==> config.mk <==
export PLATFORM = sky130hd
export DESIGN_NAME = otter_operand_reader
export DESIGN_NICKNAME = d
export VERILOG_FILES = /design/src/rtl/otter_pkg.sv /design/src/rtl/otter_scoreboard.sv /design/src/rtl/otter_operand_reader.sv
export SDC_FILE = /design/constraint.sdc
export NUM_CORES = 1
export LEC_CHECK = 0
export CAP_MARGIN = 20
export CORE_AREA = 2 2 154 156
export CTS_CLUSTER_DIAMETER = 30
export DETAILED_ROUTE_END_ITERATION = 10
export DIE_AREA = 0 0 156 158
export DONT_BUFFER_PORTS = 1
export HOLD_SLACK_MARGIN = 0.12
export PLACE_DENSITY = 0.66
export SLEW_MARGIN = 20
export SYNTH_ARGS = -nofsm -noshare
export SYNTH_HDL_FRONTEND = slang
export SYNTH_SLANG_ARGS = --single-unit
==> constraint.sdc <==
create_clock -name CLOCK -period 6.65 [get_ports CLOCK]
set_input_delay 1.33 -clock CLOCK [delete_from_list [all_inputs] [get_ports CLOCK]]
set_output_delay 1.33 -clock CLOCK [all_outputs]
set_load 0.02 [all_outputs]
==> src/rtl/otter_pkg.sv <==
// Shared OTTER definitions: register-index and data-word types used across the
// operand-read path.
package otter_pkg;

    localparam int XLEN      = 32;
    localparam int NREGS     = 32;
    localparam int REG_IDX_W = 5;

    typedef logic [REG_IDX_W-1:0] reg_idx_t;
    typedef logic [XLEN-1:0]      word_t;

endpackage

==> src/rtl/otter_scoreboard.sv <==
// Per-register pending-write scoreboard. Each architectural register carries a
// small counter of writes that have been issued but not yet written back.
module otter_scoreboard
#(
    parameter int NREGS = 32,
    parameter int CNT_W = 2
)(
    input  logic             clk_i,
    input  logic             rst_i,
    input  logic [4:0]       rs1_idx_i,
    input  logic [4:0]       rs2_idx_i,
    input  logic [4:0]       rd_idx_i,
    output logic [CNT_W-1:0] rs1_cnt_o,
    output logic [CNT_W-1:0] rs2_cnt_o,
    output logic [CNT_W-1:0] rd_cnt_o,
    input  logic             inc_i,
    input  logic [4:0]       inc_idx_i,
    input  logic             wb_i,
    input  logic [4:0]       wb_idx_i,
    output logic             wb_err_o
);
    import otter_pkg::*;

    logic [CNT_W-1:0] cnt_q [NREGS];
    logic [CNT_W-1:0] cnt_d [NREGS];

    assign rs1_cnt_o = cnt_q[rs1_idx_i];
    assign rs2_cnt_o = cnt_q[rs2_idx_i];
    assign rd_cnt_o  = cnt_q[rd_idx_i];

    // A write-back to a non-zero register with nothing pending is a tracking error.
    assign wb_err_o  = wb_i && (wb_idx_i != '0) && (cnt_q[wb_idx_i] == '0);

    // Next count per register; simultaneous issue and retire of one register cancel out.
    always_comb begin
        cnt_d = cnt_q;
        for (int r = 1; r < NREGS; r++) begin
            logic inc_hit;
            logic dec_hit;
            inc_hit = inc_i && (reg_idx_t'(inc_idx_i) == REG_IDX_W'(r));
            dec_hit = wb_i  && (reg_idx_t'(wb_idx_i)  == REG_IDX_W'(r)) && (cnt_q[r] != '0);
            if (inc_hit && !dec_hit) begin
                cnt_d[r] = cnt_q[r] + CNT_W'(1);
            end else if (dec_hit && !inc_hit) begin
                cnt_d[r] = cnt_q[r] - CNT_W'(1);
            end
        end
    end

    // Counter array; reset discards all in-flight tracking.
    always_ff @(posedge clk_i or posedge rst_i) begin
        if (rst_i) begin
            for (int r = 0; r < NREGS; r++) begin
                cnt_q[r] <= '0;
            end
        end else begin
            cnt_q <= cnt_d;
        end
    end

endmodule

==> src/rtl/otter_operand_reader.sv <==
// OTTER operand reader: reads the register file for decode, stalls on RAW
// hazards tracked by the scoreboard, forwards the retiring write-back value,
// and registers resolved operands toward execute behind a valid/ready handshake.
module otter_operand_reader
#(
    parameter int XLEN    = 32,
    parameter int NREGS   = 32,
    parameter int CNT_W   = 2,
    parameter int STALL_W = 16
)(
    input  logic               CLOCK,
    input  logic               RESET,
    input  logic               ISSUE_VALID,
    input  logic [4:0]         ISSUE_RS1,
    input  logic [4:0]         ISSUE_RS2,
    input  logic               ISSUE_USES_RS1,
    input  logic               ISSUE_USES_RS2,
    input  logic [4:0]         ISSUE_RD,
    input  logic               ISSUE_WRITES_RD,
    output logic               ISSUE_READY,
    output logic [4:0]         RF_ADR1,
    output logic [4:0]         RF_ADR2,
    input  logic [XLEN-1:0]    RF_RS1,
    input  logic [XLEN-1:0]    RF_RS2,
    input  logic               WB_VALID,
    input  logic [4:0]         WB_RD,
    input  logic [XLEN-1:0]    WB_DATA,
    output logic               OP_VALID,
    input  logic               OP_READY,
    output logic [XLEN-1:0]    OP_A,
    output logic [XLEN-1:0]    OP_B,
    output logic [4:0]         OP_RD,
    output logic               SB_ERR,
    output logic [STALL_W-1:0] STALL_CNT
);
    import otter_pkg::*;

    localparam logic [CNT_W-1:0] CNT_MAX = '1;

    // A source is clear when nothing is pending, or when the only pending write retires now.
    function automatic logic src_clear(input logic [CNT_W-1:0] cnt, input reg_idx_t idx,
                                       input logic wb_v, input reg_idx_t wb_idx);
        return (cnt == '0) || ((cnt == CNT_W'(1)) && wb_v && (wb_idx == idx));
    endfunction

    // Operand value: x0 reads zero, idle registers read the file, otherwise the forward.
    function automatic logic [XLEN-1:0] src_value(input reg_idx_t idx, input logic [CNT_W-1:0] cnt,
                                                  input logic [XLEN-1:0] rf, input logic [XLEN-1:0] wb);
        if (idx == '0)      return '0;
        else if (cnt == '0) return rf;
        else                return wb;
    endfunction

    // Stall counter sticks at all-ones rather than wrapping.
    function automatic logic [STALL_W-1:0] sat_inc(input logic [STALL_W-1:0] v);
        return (&v) ? v : v + STALL_W'(1);
    endfunction

    logic [CNT_W-1:0]   rs1_cnt, rs2_cnt, rd_cnt;
    logic               wb_err, inc_en;
    logic               haz1, haz2, hazard, sat_block, accept;
    logic [XLEN-1:0]    val1, val2;

    logic               op_valid_q, op_valid_d;
    logic [XLEN-1:0]    op_a_q, op_a_d, op_b_q, op_b_d;
    logic [4:0]         op_rd_q, op_rd_d;
    logic               sb_err_q, sb_err_d;
    logic [STALL_W-1:0] stall_q, stall_d;

    assign RF_ADR1 = ISSUE_RS1;
    assign RF_ADR2 = ISSUE_RS2;

    otter_scoreboard #(
        .NREGS (NREGS),
        .CNT_W (CNT_W)
    ) u_sb (
        .clk_i     (CLOCK),
        .rst_i     (RESET),
        .rs1_idx_i (ISSUE_RS1),
        .rs2_idx_i (ISSUE_RS2),
        .rd_idx_i  (ISSUE_RD),
        .rs1_cnt_o (rs1_cnt),
        .rs2_cnt_o (rs2_cnt),
        .rd_cnt_o  (rd_cnt),
        .inc_i     (inc_en),
        .inc_idx_i (ISSUE_RD),
        .wb_i      (WB_VALID),
        .wb_idx_i  (WB_RD),
        .wb_err_o  (wb_err)
    );

    // Hazard, saturation block and issue handshake, all on pre-issue counts.
    always_comb begin
        haz1      = ISSUE_USES_RS1 && (ISSUE_RS1 != '0) && !src_clear(rs1_cnt, ISSUE_RS1, WB_VALID, WB_RD);
        haz2      = ISSUE_USES_RS2 && (ISSUE_RS2 != '0) && !src_clear(rs2_cnt, ISSUE_RS2, WB_VALID, WB_RD);
        hazard    = haz1 || haz2;
        sat_block = ISSUE_WRITES_RD && (ISSUE_RD != '0) && (rd_cnt == CNT_MAX)
                    && !(WB_VALID && (WB_RD == ISSUE_RD));
        ISSUE_READY = !hazard && !sat_block && (!op_valid_q || OP_READY);
        accept    = ISSUE_VALID && ISSUE_READY;
        inc_en    = accept && ISSUE_WRITES_RD && (ISSUE_RD != '0);
        val1      = src_value(ISSUE_RS1, rs1_cnt, RF_RS1, WB_DATA);
        val2      = src_value(ISSUE_RS2, rs2_cnt, RF_RS2, WB_DATA);
    end

    // Next state of the execute-side register, error flag and stall counter.
    always_comb begin
        op_valid_d = op_valid_q;
        op_a_d     = op_a_q;
        op_b_d     = op_b_q;
        op_rd_d    = op_rd_q;
        if (accept) begin
            op_valid_d = 1'b1;
            op_a_d     = val1;
            op_b_d     = val2;
            op_rd_d    = ISSUE_RD;
        end else if (OP_READY) begin
            op_valid_d = 1'b0;
        end
        sb_err_d = sb_err_q || wb_err;
        stall_d  = (ISSUE_VALID && hazard) ? sat_inc(stall_q) : stall_q;
    end

    // State registers toward execute plus status.
    always_ff @(posedge CLOCK or posedge RESET) begin
        if (RESET) begin
            op_valid_q <= 1'b0;
            op_a_q     <= '0;
            op_b_q     <= '0;
            op_rd_q    <= '0;
            sb_err_q   <= 1'b0;
            stall_q    <= '0;
        end else begin
            op_valid_q <= op_valid_d;
            op_a_q     <= op_a_d;
            op_b_q     <= op_b_d;
            op_rd_q    <= op_rd_d;
            sb_err_q   <= sb_err_d;
            stall_q    <= stall_d;
        end
    end

    assign OP_VALID  = op_valid_q;
    assign OP_A      = op_a_q;
    assign OP_B      = op_b_q;
    assign OP_RD     = op_rd_q;
    assign SB_ERR    = sb_err_q;
    assign STALL_CNT = stall_q;

endmodule

=== Word level (Yosys, flattened, before mapping) ===
Cells that the tools add are included.

* Eq/ne operators: 68
* Multiplexer cells: 80
* $lt $le $gt $ge: 4
* Reduce and logical (&&, ||, !) cells: 322
* Bitwise logic cells: 5
* Add/subtract/negate cells: 63

{| class="wikitable"
|+ Operators with widths
! cell !! number
|-
| logical AND 1 bit || 175
|-
| == test 5 bit, second input constant || 32
|-
| 2-to-1 mux 2 bit || 70
|-
| 2-to-1 mux 32 bit || 4
|-
| nonzero test 2 bit || 63
|-
| == test 5 x 4 -> 1 bit, second input constant || 16
|-
| logical NOT 1 bit || 68
|-
| adder 2 x 1 -> 2 bit, second input constant || 31
|-
| subtractor 2 x 1 -> 2 bit, second input constant || 31
|-
| binary-select mux 2 bit (select 5 bit) || 4
|-
| == test 5 x 3 -> 1 bit, second input constant || 8
|-
| greater-or-equal comparator 6 bit, second input constant || 4
|-
| NOT 5 -> 6 bit || 4
|-
| == test 5 x 2 -> 1 bit, second input constant || 4
|-
| nonzero test 5 bit || 4
|-
| adder 16 x 1 -> 16 bit, second input constant || 1
|-
| AND reduction 16 bit || 1
|-
| == test 5 bit || 3
|-
| == test 5 x 1 -> 1 bit, second input constant || 2
|-
| logical NOT 5 bit || 2
|-
| logical NOT 2 bit || 3
|-
| logical OR 1 bit || 5
|-
| == test 2 x 1 -> 1 bit, second input constant || 2
|-
| == test 2 bit, second input constant || 1
|-
| 3 further kinds || 4
|}

* Input port bits: 124
* Flip-flop bits (word level): 149

=== Depth between registers and ports, before layout ===
* Depth after elaboration: 22
* Mapped depth: 17

=== Modules after synthesis ===
From an unflattened synthesis, not the netlist that was laid out.

* Cells, all modules: 889
* Area total of the unflattened synthesis: 9,803.2 µm²

{| class="wikitable"
|+ By module, submodules not included
! module !! times used !! area each (µm²) !! seq. area each (µm²) !! cells an instance
|-
| otter_scoreboard || 1 || 5,313.8 || 1,551.5 || 469
|-
| otter_operand_reader || 1 || 4,489.3 || 2,177.1 || 420
|}

=== Worst setup path before layout ===
No wires, ideal clock.

* Path kind: input-to-output
* Start: in ISSUE_RS1[2]
* End: out ISSUE_READY
* Stages on the path: 7
* Path slack: 1,784 ps
* Arrival time: 3,536 ps
* Buffers on the path: 1
* Cell sequence: buf_4 mux4_2 mux4_2 or2_0 o31ai_1 nor2_2 nor4_1

* Word-level cells in the longest chain between the ends: 14
* Elaborated cells between the ends (all ways): 18

{| class="wikitable"
|+ Ends and longest elaborated chain
! what !! RTL line !! RTL
|-
| start, declared || otter_operand_reader.sv:14 || <nowiki>input logic [4:0] ISSUE_RS1,</nowiki>
|-
| NOT 5 -> 6 bit (implied by the code) || otter_scoreboard.sv:27 || <nowiki>assign rs1_cnt_o = cnt_q[rs1_idx_i];</nowiki>
|-
| binary-select mux 2 bit (select 5 bit) || otter_scoreboard.sv:27 ||
|-
| 2-to-1 mux 2 bit (implied by the code) (2 in a row) || otter_scoreboard.sv:27 ||
|-
| == test 2 x 1 -> 1 bit || otter_operand_reader.sv:43 || <nowiki>return (cnt == '0) || ((cnt == CNT_W'(1)) && wb_v && (wb_idx == idx));</nowiki>
|-
| logical AND 1 bit (2 in a row) || otter_operand_reader.sv:43 ||
|-
| logical OR 1 bit || otter_operand_reader.sv:43 ||
|-
| logical NOT 1 bit || otter_operand_reader.sv:94 || <nowiki>haz1 = ISSUE_USES_RS1 && (ISSUE_RS1 != '0) && !src_clear(rs1_cnt, ISSUE_RS1, WB_VALID, WB_RD);</nowiki>
|-
| logical AND 1 bit (*) || otter_operand_reader.sv:94 ||
|-
| logical OR 1 bit (*) || otter_operand_reader.sv:96 || <nowiki>hazard = haz1 || haz2;</nowiki>
|-
| logical NOT 1 bit (*) || otter_operand_reader.sv:99 || <nowiki>ISSUE_READY = !hazard && !sat_block && (!op_valid_q || OP_READY);</nowiki>
|-
| logical AND 1 bit (*) (2 in a row) || otter_operand_reader.sv:99 ||
|-
| end, declared || otter_operand_reader.sv:20 || <nowiki>output logic ISSUE_READY,</nowiki>
|}

Mark *: on every way between the ends. The rest lies on a longest branch, timed or not. The select of a mux whose other input is x is not followed.

=== Final worst setup path ===
* Start: in ISSUE_RS2[0]
* End: out ISSUE_READY

* Word-level cells in the longest chain between the ends: 14
* Elaborated cells between the ends (all ways): 18

{| class="wikitable"
|+ Ends and longest elaborated chain
! what !! RTL line !! RTL
|-
| start, declared || otter_operand_reader.sv:15 || <nowiki>input logic [4:0] ISSUE_RS2,</nowiki>
|-
| NOT 5 -> 6 bit (implied by the code) || otter_scoreboard.sv:28 || <nowiki>assign rs2_cnt_o = cnt_q[rs2_idx_i];</nowiki>
|-
| binary-select mux 2 bit (select 5 bit) || otter_scoreboard.sv:28 ||
|-
| 2-to-1 mux 2 bit (implied by the code) (2 in a row) || otter_scoreboard.sv:28 ||
|-
| == test 2 x 1 -> 1 bit || otter_operand_reader.sv:43 ||
|-
| logical AND 1 bit (2 in a row) || otter_operand_reader.sv:43 ||
|-
| logical OR 1 bit || otter_operand_reader.sv:43 ||
|-
| logical NOT 1 bit || otter_operand_reader.sv:95 || <nowiki>haz2 = ISSUE_USES_RS2 && (ISSUE_RS2 != '0) && !src_clear(rs2_cnt, ISSUE_RS2, WB_VALID, WB_RD);</nowiki>
|-
| logical AND 1 bit (*) || otter_operand_reader.sv:95 ||
|-
| logical OR 1 bit (*) || otter_operand_reader.sv:96 ||
|-
| logical NOT 1 bit (*) || otter_operand_reader.sv:99 ||
|-
| logical AND 1 bit (*) (2 in a row) || otter_operand_reader.sv:99 ||
|}

Marks and branches as above.

==> out/qor.csv <==
stage;metric;value;unit
worst_hold_path;hp-start;u_sb.cnt_q[49];
timing;hold_violations;0;
timing;final-setup-viol-count;0;
placed_design;gp_congestion;0.919;
clocking;h-tree-depth;4;
clocking;cts_hold_buf;0;
floorplanning;io_pins;222;
worst_setup_path;cp.required;5.32;ns
logic_synthesis;synth_warnings;0;
logic_synthesis;postSynthAreaPerCell;9.97;um^2
pwr;p_int;2.36;mW
worst_setup_path;arrival;3.47;ns
logic_synthesis;yosysSeqAreaShare;0.374;
pwr;p_sw;1.80;mW
worst_setup_path;cp_cell_sequence;mux2_2 > a32o_1 > o311ai_0 > nand4_1 > o2bb2ai_1 > nor4_1 > buf_4;
worst_setup_path;rr_startpoint;u_sb.cnt_q[18];
timing;timing.final.crit_share;0.722;
clocking;root_buffer;clkbuf_16;
timing;rsz0062_at_grt;false;
logic_synthesis;synth_nets;1156;
worst_setup_path;reg2reg_to;u_sb.cnt_q[47];
cells_and_area;area_delta_synth_final;5.86;%
global_routing;antenna_found_initial;1;
worst_setup_path;worst-path-max-fanout;24;
global_routing;grt.total_usage;0.250;
run_status;status;finished clean;
floorplanning;core;0.0231;mm^2
worst_hold_path;hold_depth;1;
worst_hold_path;holdPathEnd;u_sb.cnt_q[49];
worst_hold_path;hold_class;reg2reg;
worst_setup_path;cp-startpoint;ISSUE_RS2[0];
cells_and_area;stdcell_area;0.0106;mm^2
worst_setup_path;max_stage_delay;0.47;ns
placed_design;dp.cells;1205;
pwr;total_power;4.16;mW
cells_and_area;drive_above_1_share;0.0876;
worst_setup_path;crit_path_top_delay_cell;o311ai_0;
cells_and_area;fin_cells;1238;
routing;viasPerCell;6.28;
routing;routed-via-count;7778;
clocking;cts-resized-gates;0;
global_routing;overflow;0;
floorplanning;initial_core_util;0.433;
timing;fin_skew;0.0180;ns
global_routing;grt_pass1_vias;7464;
routing;wl_per_cell;25.2;um
pwr;switching_share;0.434;
worst_setup_path;path_delay_family;compound AO/OA/AOI/OAI gates;
floorplanning;die_area;0.0246;mm^2
worst_setup_path;critPathCaptureType;primary output;
timing;min_period;4.80;ns
clocking;cts.path.max_buffers;2;
logic_synthesis;synth_edf_count;0;
floorplanning;dieWidth;156;um
timing;max-slew-margin-rel;0.221;
worst_setup_path;cp_num_buf_inv;1;
worst_setup_path;start_kind;input port;
timing;tightest_slew;1.16;ns
clocking;tritoncts;yes;
global_routing;grt_max_degree;86;
timing;final.setup.tns;0;ns
pwr;p_seq_frac;0.505;
routing;drc_errors;0;
timing;max_freq;0.208;GHz
pwr;leakage;4.69;nW
pwr;powerDensity;394;mW/mm^2
worst_setup_path;regToRegSetupSlack;2.41;ns
logic_synthesis;synth_seq_cells;149;
routing;initialDrtViolationCount;970;
flow_run;maxCapViolations;0;
logic_synthesis;synth_cell_types;61;
cells_and_area;final_nets;1090;
placed_design;place_area;0.00999;mm^2
floorplanning;num_rows;56;
placed_design;hpwlAfterDp;21600;um
clocking;cts.sinks;149;
routing;ant_nets;0;
pwr;vdd.ir_drop.worst;0.192;mV
clocking;cts_buffers;17;
clocking;postCtsSetupBuffers;0;
worst_setup_path;r2r_cells;14;
logic_synthesis;async_flop_share;1.00;
placed_design;numPortBuffers;0;
pwr;p_clk_frac;0.228;
clocking;insertion_delay;0.44;ns
floorplanning;die_y;158;um
pwr;comb_power_share;0.267;
logic_synthesis;syn_inst;1000;
clocking;clk_pin_slew;0.06;ns
logic_synthesis;synth_area;0.00997;mm^2
routing;drt-pass1-iter-count;5;
timing;finalMaxSlewViolations;0;
logic_synthesis;synthFlopType;dfrtp_1;
global_routing;grt_pass1_wl;46100;um
worst_setup_path;critPathKind;in2out;
routing;routed_wl;31200;um
## worst register-to-register path: stages (launching register included)
cell and delay [ns]:
dfrtp_1 0.47, mux2_2 0.30, a32o_1 0.25, o311ai_0 0.47, nand4_1 0.18, o2bb2ai_1 0.23
nor4_4 0.39, buf_4 0.60, inv_2 0.05, buf_4 0.36, nor3_1 0.28, ha_1 0.19
xor2_1 0.14, nor2_1 0.06, xor2_1 0.13
## power by group through the flow
stage | logic [mW] | registers, mW | clock network [mW]
after floorplan | 1.03 | 1.85 | 0
after global placement | 1.07 | 2.09 | 0
after detailed placement | 1.10 | 2.10 | 0
after CTS | 1.11 | 2.08 | 0.965
after global routing | 1.22 | 2.15 | 1.00
final | 1.11 | 2.10 | 0.949
## area by class of cell
type	count	area, um^2
clock buffers	18	429
clock inverters	14	138
fillers	2184	12500
multi-input cells	751	5800
repair buffers	8	60.1
flip-flops and latches	149	3730
well taps	290	363
inverters	7	31.3
diodes	1	2.50
## state kept, by name, indices dropped and copies added, names as in the netlist
| register | cells |
|---|---|
| OP_A | 32 |
| STALL_CNT | 16 |
| SB_ERR | 1 |
| OP_VALID | 1 |
| u_sb.cnt_q | 62 |
| OP_B | 32 |
| OP_RD | 5 |
## placed cells by master, fill, tap and decap left out, types with 18 or more instances in the layout
| master | Yosys | final |
|---|---|---|
| nand3b_1 | 18 | 18 |
| nor2_1 | 92 | 91 |
| mux4_2 | 20 | 20 |
| ha_1 | 32 | 32 |
| xnor2_1 | 48 | 48 |
| o31ai_1 | 66 | 66 |
| mux2i_1 | 89 | 89 |
| nand3_1 | 21 | 21 |
| o211ai_1 | 22 | 22 |
| nand2b_1 | 74 | 74 |
| xor2_1 | 75 | 75 |
| nand2_1 | 37 | 36 |
| dfrtp_1 | 149 | 149 |
## through the flow
step / hold slack (ns) / util / setup WS [ns]
floorplan: 0.488 / - / 1.31
global placement: 0.553 / 0.433 / 1.61
detailed placement: 0.551 / 0.433 / 1.52
CTS: 0.564 / 0.458 / 1.88
global route: 0.578 / 0.458 / 1.83
finish: 0.569 / 0.458 / 1.85
## layer usage
layer  track usage  wire, um
met4         0.125      1090
met1         0.310     12300
met2         0.387     14100
met3        0.0890      3740
met5             0        13
## synth_stat cells, types with 17 or more instances
library cell	instances	share of area
dfrtp_1	149	0.37
nor2_1	92	0.035
mux2i_1	89	0.089
xor2_1	75	0.066
nand2b_1	74	0.046
o31ai_1	66	0.050
clkbuf_1	58	0.022
xnor2_1	48	0.042
nand2_1	37	0.014
ha_1	32	0.040
o211ai_1	22	0.017
nand3_1	21	0.011
mux4_2	20	0.045
buf_2	19	0.0095
nand3b_1	18	0.014
nor3_1	17	0.0085
o21ai_0	17	0.0085
## kinds of logic after synthesis
logic type,after synthesis,synth area share
and+or+nand+nor,316,0.170
AOI/OAI and AO/OA,155,0.110
DFF,149,0.374
muxes,125,0.153
xor gates and xnor gates,123,0.108
buffers and inverters,100,0.0453
adders and majority gates,32,0.0402
## how the worst max path moves through the flow
| stage | end | slack (ns) | cells past startpoint |
|---|---|---|---|
| 2_1_floorplan | OP_A[0] | 1.31 | 1 |
| 3_3_place_gp | u_sb.cnt_q[47] | 1.61 | 14 |
| 3_5_place_dp | u_sb.cnt_q[47] | 1.52 | 14 |
| 4_1_cts | ISSUE_READY | 1.88 | 7 |
| 5_1_grt | u_sb.cnt_q[47] | 1.83 | 14 |
| 6_report | ISSUE_READY | 1.85 | 7 |
No activity file was read; power rests on OpenSTA's default activity.
==> RTL change (same settings) <==
Put one more register stage on the output `SB_ERR`. The value now appears one clock later. The other outputs are not delayed to match.
--- a/src/rtl/otter_operand_reader.sv
+++ b/src/rtl/otter_operand_reader.sv
@@ -145,5 +145,7 @@
     assign OP_B      = op_b_q;
     assign OP_RD     = op_rd_q;
-    assign SB_ERR    = sb_err_q;
+    always_ff @(posedge CLOCK) begin
+        SB_ERR <= sb_err_q;
+    end
     assign STALL_CNT = stall_q;
 
Formal check against the unedited RTL: not equivalent (Yosys sat finds a counterexample within 4 cycles, from zero or initial values and one cycle with RESET high).
==> RTL change against the unedited design <==
Utilization rose by 1.9 points. Count of clock-buffer cells in the layout decreased by 1. Sequential cell count up 1. Worst setup slack gained 0.0053 ns. Register-to-register slack got worse by 0.09 ns. Total power rose by 5.0%. Cell area increased by 4.0%. Clock skew decreased by 0.0034 ns. Wire length is 4.3% lower. Synthesized area rose by 3.9%. Worst hold slack worse by 0.19 ns. Synthesized cell count increased by 0.30%.
==> RTL change: results (changes against the unedited design) <==
Place
  • GP Congestion: 0.907 (-1.3%)
  • Area post-placement: 10,400 µm² (+3.7%)
  • Post-DP HPWL: 21,500 µm (-0.52%)

Global routing
  • Total global-route track usage: 0.238 (-0.0122)
  • Initial antenna violation count: 0 (-1)
  • GR Util met1: 0.298 (-0.0124)
  • First-pass GRT wire length: 44,800 µm (-2.8%)

Pwr
  • Logic power comb: 1.24 mW (+12%)
  • P_leak: 5.01 nW (+7.0%)
  • Comb power frac: 0.284 (+0.017)
  • Clock network power: 1.00 mW (+5%)

Critical path
  • Max incr delay on CP: 0.42 ns (-0.05 ns)
  • Arrival time of the worst setup path: 3.46 ns (about the same)
  • FF-to-FF setup slack: 2.32 ns (-0.09 ns)
  • Slowest cell on crit path: nor3_1
  • Crit path max-delay family: simple AND/OR/NAND/NOR gates

Route
  • Met2 wire len: 13,700 µm (-2.8%)
  • Highest Signal Layer: met4
  • Metal-1 WL: 11,900 µm (-3.1%)
  • Met3 routed WL: 3270 µm (-13%)

Timing
  • Worst Skew: 0.0146 ns (-0.00336 ns)
  • Fmax achieved: 209 MHz (+0.11%)

Status
  • Outcome: finished clean

Logic synthesis
  • Largest cells by area after synthesis: dfrtp_1, mux2i_1, xor2_1
  • XOR/XNOR Fraction of Synth Area: 0.104 (-0.00402)
  • Adder-Cell Fraction of Synth Area: 0.0387 (-0.00149)
  • Synth async-reset ratio: 0.993 (-0.00667)
  • Average size of a mapped cell: 10.3 µm² (+3.6%)
-- RTL change: cell count changes after synthesis, sizes merged, moves of 9 or more --
| cell | delta |
|---|---|
| nand2b | -66 |
| xor2 | +14 |
| nor4 | +16 |
| xnor2 | -14 |
| o31ai | -66 |
| nor3 | +17 |
| mux2 | +60 |
| nand3 | +9 |
| nor4b | +10 |
| nor2 | +31 |
-- RTL change: final cells by class --
class                           count  share of cell area
Clock buffer                       17              0.0387
Clock inverter                     15              0.0181
Inverter                            6             0.00251
Timing Repair Buffer                9             0.00615
Sequential cell                   150               0.341
Multi-Input combinational cell    754               0.560
Tap cell                          290              0.0330
-- RTL change: worst paths after layout --
check / startpoint / end
hold / removal: sb_err_q / SB_ERR
setup reg to reg: u_sb.cnt_q[4] / u_sb.cnt_q[53]
hold reg to reg: sb_err_q / SB_ERR
max in group asynchronous: RESET / OP_B[28]
setup / recovery: ISSUE_RS2[1] / ISSUE_READY
min in group asynchronous: RESET / STALL_CNT[0]
